## config.mk

```make
export PLATFORM = sky130hd
export DESIGN_NAME = bk_add_sequencer
export DESIGN_NICKNAME = d
export VERILOG_FILES = /design/src/rtl/bk_seq_pkg.sv /design/src/rtl/bk_rr_arbiter.sv /design/src/rtl/bk_add_sequencer.sv
export SDC_FILE = /design/constraint.sdc
export NUM_CORES = 1
export LEC_CHECK = 0
export BUFFER_PORTS_ARGS = -buffer_cell sky130_fd_sc_hd__buf_4
export CAP_MARGIN = 5
export CORE_ASPECT_RATIO = 0.6
export CORE_MARGIN = 5
export CORE_UTILIZATION = 49
export CTS_CLUSTER_SIZE = 40
export DETAILED_ROUTE_END_ITERATION = 8
export GPL_TIMING_DRIVEN = 0
export PLACE_DENSITY = 0.8
export RECOVER_POWER = 100
export SLEW_MARGIN = 20
export SYNTH_ARGS = -nofsm -noshare
export SYNTH_HDL_FRONTEND = slang
export SYNTH_SLANG_ARGS = --single-unit
export TNS_END_PERCENT = 30
```

## constraint.sdc

```tcl
create_clock -name clk -period 3.1 [get_ports clk]
set_input_delay 0.62 -clock clk [delete_from_list [all_inputs] [get_ports clk]]
set_output_delay 0.62 -clock clk [all_outputs]
set_load 0.02 [all_outputs]
```

## src/rtl/bk_seq_pkg.sv

```systemverilog
`default_nettype none
// +----------------------------------------------------------------------------+
// | Package     : bk_seq_pkg                                                   |
// | Description : Shared types and helpers for the multi-word add sequencer.   |
// |               W_ADD      - width of the shared adder word                  |
// |               state_e    - sequencer FSM states                            |
// |               interleave - packs two W_ADD words into the adder's          |
// |                            bit-interleaved input vector                    |
// | Revision    : 1.0  initial release                                         |
// +----------------------------------------------------------------------------+
package bk_seq_pkg;

  localparam int W_ADD = 12;

  typedef enum logic [1:0] {
    IDLE = 2'd0,
    ADD  = 2'd1,
    INC  = 2'd2,
    RESP = 2'd3
  } state_e;

  // The adder expects a and b bits interleaved: bit 2i = a[i], bit 2i+1 = b[i].
  function automatic logic [2*W_ADD-1:0] interleave(input logic [W_ADD-1:0] a,
                                                    input logic [W_ADD-1:0] b);
    logic [2*W_ADD-1:0] v;
    v = '0;
    for (int i = 0; i < W_ADD; i++) begin
      v[2*i]   = a[i];
      v[2*i+1] = b[i];
    end
    return v;
  endfunction

endpackage : bk_seq_pkg
`default_nettype wire

```

## src/rtl/bk_rr_arbiter.sv

```systemverilog
`default_nettype none
// +----------------------------------------------------------------------------+
// | Module      : bk_rr_arbiter                                                |
// | Description : Combinational round-robin pick. Grants the first asserted    |
// |               request at or after ptr_i, wrapping modulo NREQ.             |
// | Ports       : req_i       in  NREQ   request vector                        |
// |               ptr_i       in  IW     highest-priority index                |
// |               gnt_valid_o out 1      some request is granted               |
// |               gnt_idx_o   out IW     index of the granted request          |
// |               gnt_oh_o    out NREQ   one-hot grant                         |
// | Revision    : 1.0  initial release                                         |
// +----------------------------------------------------------------------------+
module bk_rr_arbiter #(
  parameter int NREQ = 2,
  parameter int IW   = $clog2(NREQ)
) (
  input  logic [NREQ-1:0] req_i,
  input  logic [IW-1:0]   ptr_i,
  output logic            gnt_valid_o,
  output logic [IW-1:0]   gnt_idx_o,
  output logic [NREQ-1:0] gnt_oh_o
);

  // (base + off) mod NREQ, valid because base < NREQ and off < NREQ.
  function automatic logic [IW-1:0] f_wrap(input logic [IW-1:0] base, input int off);
    int s;
    s = int'(base) + off;
    if (s >= NREQ) s = s - NREQ;
    return s[IW-1:0];
  endfunction

  // Scan from the lowest priority to the highest so the last hit wins.
  always_comb begin
    gnt_valid_o = 1'b0;
    gnt_idx_o   = '0;
    gnt_oh_o    = '0;
    for (int i = NREQ - 1; i >= 0; i--) begin
      if (req_i[f_wrap(ptr_i, i)]) begin
        gnt_valid_o = 1'b1;
        gnt_idx_o   = f_wrap(ptr_i, i);
      end
    end
    if (gnt_valid_o) gnt_oh_o[gnt_idx_o] = 1'b1;
  end

endmodule : bk_rr_arbiter
`default_nettype wire

```

## src/rtl/bk_add_sequencer.sv

```systemverilog
`default_nettype none
// +----------------------------------------------------------------------------+
// | Module      : bk_add_sequencer                                             |
// | Description : Multi-word add sequencer and round-robin arbiter in front of |
// |               one shared external W-bit adder (no carry-in). Each request  |
// |               computes A+B+cin over WORDS words, one word per adder pass;  |
// |               a pending carry costs one extra increment pass.              |
// | Ports       : clk, rst                synchronous active-high reset        |
// |               req_valid_i/req_ready_o per-requester valid / accept pulse   |
// |               req_a_i, req_b_i        operands, requester r at             |
// |                                       [r*WORDS*W +: WORDS*W]               |
// |               req_cin_i               carry-in per requester               |
// |               rsp_valid_o/rsp_ready_i result handshake                     |
// |               rsp_id_o, rsp_sum_o, rsp_cout_o   result fields              |
// |               add_in_o                interleaved adder inputs             |
// |               add_out_i               adder {cout, sum}                    |
// | Option      : BKSEQ_PERF_CNT_EN adds perf_ops_o (completed responses)      |
// |               and perf_inc_o (increment passes), both 32-bit wrapping.     |
// | Revision    : 1.0  initial release                                         |
// +----------------------------------------------------------------------------+
module bk_add_sequencer
  import bk_seq_pkg::*;
#(
  parameter int NREQ  = 2,
  parameter int WORDS = 4,
  parameter int W     = 12
) (
  input  logic                    clk,
  input  logic                    rst,
  input  logic [NREQ-1:0]         req_valid_i,
  output logic [NREQ-1:0]         req_ready_o,
  input  logic [NREQ*WORDS*W-1:0] req_a_i,
  input  logic [NREQ*WORDS*W-1:0] req_b_i,
  input  logic [NREQ-1:0]         req_cin_i,
  output logic                    rsp_valid_o,
  input  logic                    rsp_ready_i,
  output logic [$clog2(NREQ)-1:0] rsp_id_o,
  output logic [WORDS*W-1:0]      rsp_sum_o,
  output logic                    rsp_cout_o,
  output logic [2*W-1:0]          add_in_o,
  input  logic [W:0]              add_out_i
`ifdef BKSEQ_PERF_CNT_EN
  ,
  output logic [31:0]             perf_ops_o,
  output logic [31:0]             perf_inc_o
`endif
);

  localparam int IW = $clog2(NREQ);
  localparam int KW = (WORDS > 1) ? $clog2(WORDS) : 1;
  localparam int OW = WORDS * W;

  state_e          state_q, state_d;
  logic [KW-1:0]   k_q, k_d;
  logic            carry_q, carry_d;
  logic            c1_q, c1_d;
  logic [OW-1:0]   a_q, a_d;
  logic [OW-1:0]   b_q, b_d;
  logic [OW-1:0]   s_q, s_d;
  logic            rsp_valid_q, rsp_valid_d;
  logic [IW-1:0]   rsp_id_q, rsp_id_d;
  logic            rsp_cout_q, rsp_cout_d;
  logic [IW-1:0]   rr_ptr_q, rr_ptr_d;

  logic            w_gnt_valid;
  logic [IW-1:0]   w_gnt_idx;
  logic [NREQ-1:0] w_gnt_oh;
  logic            w_accept;
  logic            w_last;
  logic            w_carry_new;

  bk_rr_arbiter #(
    .NREQ (NREQ),
    .IW   (IW)
  ) u_arb (
    .req_i       (req_valid_i),
    .ptr_i       (rr_ptr_q),
    .gnt_valid_o (w_gnt_valid),
    .gnt_idx_o   (w_gnt_idx),
    .gnt_oh_o    (w_gnt_oh)
  );

  // Grant only from IDLE with no result pending; rst masks the pulse so the
  // port reads 0 while reset is held.
  assign w_accept    = (state_q == IDLE) && w_gnt_valid && !rsp_valid_q && !rst;
  assign req_ready_o = w_accept ? w_gnt_oh : '0;
  assign w_last      = (k_q == KW'(WORDS - 1));

  always_comb begin
    state_d     = state_q;
    k_d         = k_q;
    carry_d     = carry_q;
    c1_d        = c1_q;
    a_d         = a_q;
    b_d         = b_q;
    s_d         = s_q;
    rsp_valid_d = rsp_valid_q;
    rsp_id_d    = rsp_id_q;
    rsp_cout_d  = rsp_cout_q;
    rr_ptr_d    = rr_ptr_q;
    add_in_o    = '0;
    w_carry_new = carry_q;

    unique case (state_q)
      IDLE: begin
        if (w_accept) begin
          a_d      = req_a_i[w_gnt_idx*OW +: OW];
          b_d      = req_b_i[w_gnt_idx*OW +: OW];
          carry_d  = req_cin_i[w_gnt_idx];
          k_d      = '0;
          rsp_id_d = w_gnt_idx;
          rr_ptr_d = (w_gnt_idx == IW'(NREQ - 1)) ? '0 : w_gnt_idx + 1'b1;
          state_d  = ADD;
        end
      end

      ADD: begin
        add_in_o           = interleave(a_q[k_q*W +: W], b_q[k_q*W +: W]);
        s_d[k_q*W +: W]    = add_out_i[W-1:0];
        if (carry_q) begin
          // Pending carry: park this pass's carry and add the 1 next cycle.
          c1_d    = add_out_i[W];
          state_d = INC;
        end else begin
          w_carry_new = add_out_i[W];
          carry_d     = w_carry_new;
          if (w_last) begin
            rsp_cout_d  = w_carry_new;
            rsp_valid_d = 1'b1;
            state_d     = RESP;
          end else begin
            k_d = k_q + 1'b1;
          end
        end
      end

      INC: begin
        add_in_o        = interleave(s_q[k_q*W +: W], W'(1));
        s_d[k_q*W +: W] = add_out_i[W-1:0];
        // Incrementing can only carry out if the word was all ones, which
        // the preceding add cannot produce together with its own carry.
        w_carry_new = c1_q | add_out_i[W];
        carry_d     = w_carry_new;
        if (w_last) begin
          rsp_cout_d  = w_carry_new;
          rsp_valid_d = 1'b1;
          state_d     = RESP;
        end else begin
          k_d     = k_q + 1'b1;
          state_d = ADD;
        end
      end

      RESP: begin
        if (rsp_ready_i) begin
          rsp_valid_d = 1'b0;
          state_d     = IDLE;
        end
      end

      default: state_d = IDLE;
    endcase
  end

  always_ff @(posedge clk) begin
    if (rst) begin
      state_q     <= IDLE;
      k_q         <= '0;
      carry_q     <= 1'b0;
      c1_q        <= 1'b0;
      a_q         <= '0;
      b_q         <= '0;
      s_q         <= '0;
      rsp_valid_q <= 1'b0;
      rsp_id_q    <= '0;
      rsp_cout_q  <= 1'b0;
      rr_ptr_q    <= '0;
    end else begin
      state_q     <= state_d;
      k_q         <= k_d;
      carry_q     <= carry_d;
      c1_q        <= c1_d;
      a_q         <= a_d;
      b_q         <= b_d;
      s_q         <= s_d;
      rsp_valid_q <= rsp_valid_d;
      rsp_id_q    <= rsp_id_d;
      rsp_cout_q  <= rsp_cout_d;
      rr_ptr_q    <= rr_ptr_d;
    end
  end

  assign rsp_valid_o = rsp_valid_q;
  assign rsp_id_o    = rsp_id_q;
  assign rsp_sum_o   = s_q;
  assign rsp_cout_o  = rsp_cout_q;

`ifdef BKSEQ_PERF_CNT_EN
  logic [31:0] perf_ops_q;
  logic [31:0] perf_inc_q;

  always_ff @(posedge clk) begin
    if (rst) begin
      perf_ops_q <= '0;
      perf_inc_q <= '0;
    end else begin
      if (rsp_valid_q && rsp_ready_i) perf_ops_q <= perf_ops_q + 32'd1;
      if (state_q == INC)             perf_inc_q <= perf_inc_q + 32'd1;
    end
  end

  assign perf_ops_o = perf_ops_q;
  assign perf_inc_o = perf_inc_q;
`endif

endmodule : bk_add_sequencer
`default_nettype wire

```

# Yosys cells after proc, flatten, opt, wreduce, memory -nomap -nowiden

Cells that the tools add are included.

Register bits after elaboration: 154
Output and inout bits: 77
Bits of input ports: 212

Muxes and demuxes: 40
Bitwise gates (word level): 1
Multipliers: 2
Shift-type cells: 7
Reduce and logical (&&, ||, !) cells: 18
Add/subtract/negate cells: 6
Magnitude comparators: 6
Eq/ne operators: 10

Operators by type and width:

| operator                   | number |
|---|---|
| $shiftx A96 B8 Y48         | 2 |
| $shiftx A48 B7 Y12         | 3 |
| $bwmux W48                 | 1 |
| $pmux W24 S2               | 1 |
| $shift A12 B34 Y48 const A | 1 |
| $shiftx A12 B34 Y48        | 1 |
| $neg A6 Y34                | 1 |
| $mux W1                    | 22 |
| $mux W2                    | 10 |
| $ne A2 B2 Y1 const B       | 5 |
| $reduce_and A3 Y1          | 3 |
| $pmux W2 S4                | 1 |
| $eq A2 B2 Y1 const B       | 3 |
| $lt A1 B2 Y1 const B       | 3 |
| $pmux W1 S3                | 2 |
| $pmux W2 S3                | 1 |
| $reduce_and A2 Y1          | 3 |
| $reduce_bool A3 Y1         | 2 |
| $logic_and A1 B1 Y1        | 4 |
| $mul A2 B2 Y4 const B      | 1 |
| $reduce_and A4 Y1          | 1 |
| $mul A1 B2 Y3 const B      | 1 |
| $ne A3 B3 Y1 const B       | 1 |
| $add A1 B1 Y2 const B      | 1 |
| 14 further kinds           | 16 |

# Longest topological paths before layout

Depth after elaboration: 13
Gate-level depth with buffers: 10
Gate-level depth less buffers: 6

# Modules after synthesis

From an unflattened synthesis, not the netlist that was laid out.

Cell total of the unflattened synthesis: 801
Area total of the unflattened synthesis: 8149.1 um^2

Modules (own cells, without submodules):

| module           | cells each | instances | sequential area each (um^2) | area each (um^2) |
|---|---|---|---|---|
| bk_add_sequencer | 796        | 1         | 3083.0                      | 8116.5 |
| bk_rr_arbiter    | 5          | 1         | 0.0                         | 32.5 |

# Worst setup path after synthesis

No wires, ideal clock.

Path kind: flip-flop to output port
Start: register state_q[0]
End: output port add_in_o[1]
Arrival time: 1.859 ns
Slack: 0.621 ns
Path buffers: 3
Stages on the path, launching flop included: 7
Path through: dfxtp_1 > inv_1 > ha_1 > buf_2 > buf_1 > buf_1 > nor2b_1

Cells in the longest elaborated chain, start to end: 2

Ends and longest elaborated chain:

| item                                                | line                    | source |
|---|---|---|
| from (decl)                                         | bk_add_sequencer.sv:53  | `state_e state_q, state_d;` |
| from (signal assigned)                              | bk_add_sequencer.sv:179 | `state_q <= state_d;` |
| $eq A2 B2 Y1 / $eq A2 B1 Y1 (equally long branches) | bk_add_sequencer.sv:104 | `unique case (state_q)` |
| $pmux W24 S2 (*)                                    | bk_add_sequencer.sv:104 |  |
| to (decl)                                           | bk_add_sequencer.sv:40  | `output logic [2*W-1:0] add_in_o,` |

Mark *: on every way between the ends. The rest lies on a longest branch, timed or not.

# Worst setup path after layout

Start: register k_q[1]
End: register s_q[45], in the netlist rsp_sum_o[45]

Cells in the longest elaborated chain, start to end: 4

Ends and longest elaborated chain:

| item                                                             | line                                             | source |
|---|---|---|
| from (decl)                                                      | bk_add_sequencer.sv:54                           | `logic [KW-1:0] k_q, k_d;` |
| from (signal assigned)                                           | bk_add_sequencer.sv:180                          | `k_q <= k_d;` |
| $mul A2 B2 Y4 (*)                                                | bk_add_sequencer.sv:119, bk_add_sequencer.sv:139 |  |
| $neg A6 Y34 (*)                                                  | bk_add_sequencer.sv:119, bk_add_sequencer.sv:139 |  |
| $shiftx A12 B34 Y48 / $shift A12 B34 Y48 (equally long branches) | bk_add_sequencer.sv:119, bk_add_sequencer.sv:139 |  |
| $bwmux W48 (*)                                                   | bk_add_sequencer.sv:119, bk_add_sequencer.sv:139 |  |
| to (signal assigned)                                             | bk_add_sequencer.sv:173                          | `s_q <= '0;` |
| to (signal assigned)                                             | bk_add_sequencer.sv:185                          | `s_q <= s_d;` |
| to (decl)                                                        | bk_add_sequencer.sv:59                           | `logic [OW-1:0] s_q, s_d;` |

Marked as above.
A chain may end at the register's enable or synchronous reset.

==> metrics.txt <==
# TYPE chip_impl_metric gauge
chip_impl_metric{name="global_route.usage.met1",unit="%"} 48.9
chip_impl_metric{name="detail_route.drc_violations",unit=""} 0
chip_impl_info{name="crit_path_top_delay_cell",value="sky130_fd_sc_hd__a211oi_1"} 1
chip_impl_metric{name="fin_ws",unit="ns"} 0.00790
chip_impl_metric{name="post_synthesis_cells",unit=""} 733
chip_impl_metric{name="power.density_cell_area",unit="nW/um^2"} 764
chip_impl_metric{name="place_worst_setup_slack",unit="ns"} -0.273
chip_impl_metric{name="synth_enable_flop_cells",unit=""} 0
chip_impl_info{name="tritoncts",value="built"} 1
chip_impl_metric{name="synthesis.area_per_instance",unit="um^2"} 10.1
chip_impl_info{name="yosysMostFrequentCell",value="sky130_fd_sc_hd__dfxtp_1"} 1
chip_impl_metric{name="met3_usage",unit="%"} 16.4
chip_impl_metric{name="tritoncts.num_buffers",unit=""} 17
chip_impl_info{name="worstPathCellList",value="buf_2, buf_2, inv_1, ha_1, clkbuf_1, clkbuf_1, a211oi_1, a22oi_1, nor2_1"} 1
chip_impl_metric{name="multi_input_area",unit="um^2"} 3940
chip_impl_metric{name="synth_fa_ha_area_share",unit="%"} 2.19
chip_impl_metric{name="setup-violations-final",unit=""} 0
chip_impl_metric{name="areaGrowthSynthToFinish",unit="%"} 37.5
chip_impl_metric{name="cts_setup_buffers",unit=""} 0
chip_impl_metric{name="cpPeakStageDelay",unit="ns"} 0.74
chip_impl_metric{name="die_x",unit="um"} 169
chip_impl_metric{name="clock_latency_of_the_later_clocked_register_in_the_worst_skew_pair",unit="ns"} 0.43
chip_impl_metric{name="grt_util_met2",unit="%"} 48.3
chip_impl_metric{name="clkSinkCount",unit=""} 154
chip_impl_metric{name="ff_latch_area",unit="um^2"} 3080
chip_impl_metric{name="via_count",unit=""} 8272
chip_impl_metric{name="placement.io_buffers",unit=""} 287
chip_impl_metric{name="vias_per_cell",unit=""} 6.62
chip_impl_metric{name="ys_async_sr_fraction",unit="%"} 0
chip_impl_info{name="cts-root-buf",value="sky130_fd_sc_hd__clkbuf_16"} 1
chip_impl_metric{name="fraction_of_final_layout_cells_sized_beyond_drive_strength_1",unit="%"} 33.7
chip_impl_metric{name="post_dp_cell_area",unit="um^2"} 9840
chip_impl_info{name="postSynth.topFlopCell",value="sky130_fd_sc_hd__dfxtp_1"} 1
chip_impl_metric{name="antenna_cells_inserted",unit=""} 0
chip_impl_metric{name="drt-pass1-iter-count",unit=""} 9
chip_impl_metric{name="cts_hold_buffers_added",unit=""} 0
chip_impl_metric{name="synthMuxAreaShare",unit="%"} 12.6
chip_impl_metric{name="synth_seq_cells",unit=""} 154
chip_impl_info{name="global_route.peak_usage_layer",value="met1"} 1
chip_impl_info{name="synth_top_cells_by_area",value="sky130_fd_sc_hd__dfxtp_1, sky130_fd_sc_hd__a222oi_1, sky130_fd_sc_hd__mux4_2"} 1
chip_impl_metric{name="clock_tree.buffer_depth",unit=""} 2
chip_impl_metric{name="cts-htree-levels",unit=""} 4
chip_impl_metric{name="arrival",unit="ns"} 3.45
chip_impl_metric{name="synth_xor_xnor_area_share",unit="%"} 0
chip_impl_metric{name="dr.first_iter.drc_count",unit=""} 1529
chip_impl_metric{name="report.final.slew_viol_count",unit=""} 0
chip_impl_metric{name="final_area",unit="um^2"} 10200
chip_impl_metric{name="min_period_over_period",unit="%"} 99.7
chip_impl_info{name="synth_largest_area_cell",value="sky130_fd_sc_hd__dfxtp_1"} 1
chip_impl_metric{name="final.setup_skew",unit="ns"} 0.0130
chip_impl_info{name="critPathCaptureType",value="flop"} 1
chip_impl_metric{name="fin_crit",unit="ns"} 3.09
chip_impl_metric{name="grt_pass1_wl",unit="mm"} 47.7
chip_impl_metric{name="initial_utilization",unit="%"} 50.6
chip_impl_info{name="timing.hold.worst.class",value="input pin to flop"} 1
chip_impl_metric{name="power.ir.vdd_worst",unit="mV"} 0.450
chip_impl_metric{name="synthesis_warnings",unit=""} 0
chip_impl_metric{name="finish.net_count",unit=""} 1263
chip_impl_metric{name="netlist.area_leader.share",unit="%"} 41.5
chip_impl_info{name="unrepaired_setup_endpoints_after_global_routing",value="yes"} 1
chip_impl_metric{name="yosys.area_share.simple",unit="%"} 13.0
chip_impl_metric{name="crit_fanout",unit=""} 10
chip_impl_metric{name="synth-compound-area-share",unit="%"} 25.0
chip_impl_info{name="critical_path.startpoint_type",value="flop"} 1
chip_impl_metric{name="power.static_leakage",unit="nW"} 4.13
chip_impl_metric{name="die_h",unit="um"} 105
chip_impl_metric{name="max-slew-margin-rel",unit="%"} 43.9
chip_impl_metric{name="clk_pin_slew_worst_paths",unit="ns"} 0.07
chip_impl_metric{name="n_fill_cell",unit=""} 1213
chip_impl_metric{name="worst-slew-pin-transition",unit="ns"} 0.832
chip_impl_metric{name="remaining_antenna_violation_count_after_routing",unit=""} 0
chip_impl_metric{name="dp_hpwl",unit="mm"} 25.4
chip_impl_info{name="ys_top_cells_by_count",value="sky130_fd_sc_hd__dfxtp_1, sky130_fd_sc_hd__nor2_1, sky130_fd_sc_hd__a222oi_1"} 1
chip_impl_metric{name="num_rows",unit=""} 34
chip_impl_metric{name="data_required_time_of_the_worst_path",unit="ns"} 3.46
chip_impl_metric{name="fmax",unit="GHz"} 0.323
chip_impl_metric{name="initial_antenna_violation_count",unit=""} 0
chip_impl_metric{name="grt_start_max_net_pins",unit=""} 17
chip_impl_metric{name="syn_nets",unit=""} 958
chip_impl_metric{name="io_pins",unit=""} 289
chip_impl_metric{name="routed_wire_length_per_instance",unit="um"} 26.1
chip_impl_metric{name="setup_tns",unit="ns"} 0
chip_impl_metric{name="grt_overflow",unit=""} 0
chip_impl_metric{name="finalPower",unit="mW"} 7.81
chip_impl_metric{name="timing.final.hold_violations",unit=""} 0
chip_impl_info{name="synth_top_family_by_area",value="compound AO/OA/AOI/OAI gates"} 1
chip_impl_info{name="criticalPathCategory",value="flop to flop"} 1
chip_impl_metric{name="grt_util_all_layers",unit="%"} 35.0
chip_impl_metric{name="syn_area",unit="um^2"} 7430
chip_impl_metric{name="gp_congestion",unit=""} 1.02
chip_impl_metric{name="drv_cap",unit=""} 0
chip_impl_info{name="run_status",value="complete, no violations"} 1
chip_impl_metric{name="yosysUniqueCellTypes",unit=""} 48
chip_impl_metric{name="core_region_area",unit="um^2"} 14700
chip_impl_metric{name="die_footprint",unit="um^2"} 17800
chip_impl_metric{name="wirelength",unit="mm"} 32.6
chip_impl_metric{name="portion_of_the_post_synthesis_area_used_by_sequential_elements",unit="%"} 41.5
chip_impl_metric{name="vias_in_the_first_global_route",unit=""} 7854
## logic make-up after synthesis
| logic type | after synthesis |
|---|---|
| adder cells (fa/ha/maj) | 13 |
| AO/OA/AOI/OAI | 217 |
| multiplexers | 48 |
| buffers and inverters | 85 |
| flip-flops | 154 |
| AND/OR/NAND/NOR | 216 |
## path summary, 6_finish.rpt
| path | startpoint | endpoint | slack [ns] | depth (start not counted) |
|---|---|---|---|---|
| hold / removal | req_a_i[60] | a_q[12] | 0.45 | 3 |
| setup reg to reg | k_q[1] | rsp_sum_o[45] | 0.008 | 9 |
| setup / recovery | k_q[1] | rsp_sum_o[45] | 0.008 | 9 |
| hold reg to reg | c1_q | c1_q | 0.48 | 2 |
## placed cells by master (no fill, tap or decap), types with 17 or more instances in the layout
cell type and instances:
sky130_fd_sc_hd__a21oi_1 20, sky130_fd_sc_hd__a222oi_1 98, sky130_fd_sc_hd__a22oi_1 30, sky130_fd_sc_hd__buf_2 24
sky130_fd_sc_hd__buf_4 238, sky130_fd_sc_hd__clkbuf_1 91, sky130_fd_sc_hd__clkbuf_16 17, sky130_fd_sc_hd__dfxtp_1 153
sky130_fd_sc_hd__mux4_2 36, sky130_fd_sc_hd__nand2_1 18, sky130_fd_sc_hd__nor2_1 142
## flip-flops by register name, summed over array words and instances (netlist names)
| register | flops |
|---|---|
| a_q | 48 |
| rsp_sum_o | 48 |
| rsp_id_o | 1 |
| b_q | 48 |
| state_q | 2 |
| carry_q | 1 |
| rr_ptr_q | 1 |
| rsp_cout_o | 1 |
| rsp_valid_o | 1 |
| k_q | 2 |
| c1_q | 1 |
## critical path: cells and delay by family (launching register included)
family	cells	cell delay, ns
buffers and inverters	5	1.36
and+or+nand+nor	1	0.11
adders and majority gates	1	0.20
DFF	1	0.44
AOI/OAI and AO/OA	2	0.91
## metal layers
layer	up-vias	part of all wire, %	wire length, um
met3	64	17	5610
li1	3555	-	-
met5	-	0	0
met4	0	2.6	835
met1	3955	39	12900
met2	698	41	13300
## stage by stage
stage / cells / util [%] / hold slack (ns)
after CTS: 1249 / 70.9 / 0.437
after global routing: 1249 / 69.6 / 0.455
after detailed placement: 1218 / 67.0 / 0.468
after global placement: 1218 / 67.0 / 0.445
final: 1249 / 69.6 / 0.446
after floorplan: 733 / - / 0.437
## repair_timing
action                                  in CTS  in global routing
endpoints found under the setup margin      50                 41
resized for setup                            7                 13
cloned                                       0                  0
## area by class of cell
class / instances / area share (%)
timing repair buffer: 287 / 19.1
inverter: 7 / 0.257
sequential: 154 / 30.2
clock inverter: 13 / 1.27
tap: 198 / 2.42
multi-input combinational: 494 / 38.5
clock buffer: 19 / 4.24
buffer: 77 / 4.03
## report_power, final
part	switching, mW	total [mW]	internal [mW]
clock network	0.947	2.01	1.06
registers	0.267	2.54	2.27
logic	1.97	3.26	1.29
total	3.18	7.81	4.62
No activity file was read; power rests on OpenSTA's default activity.
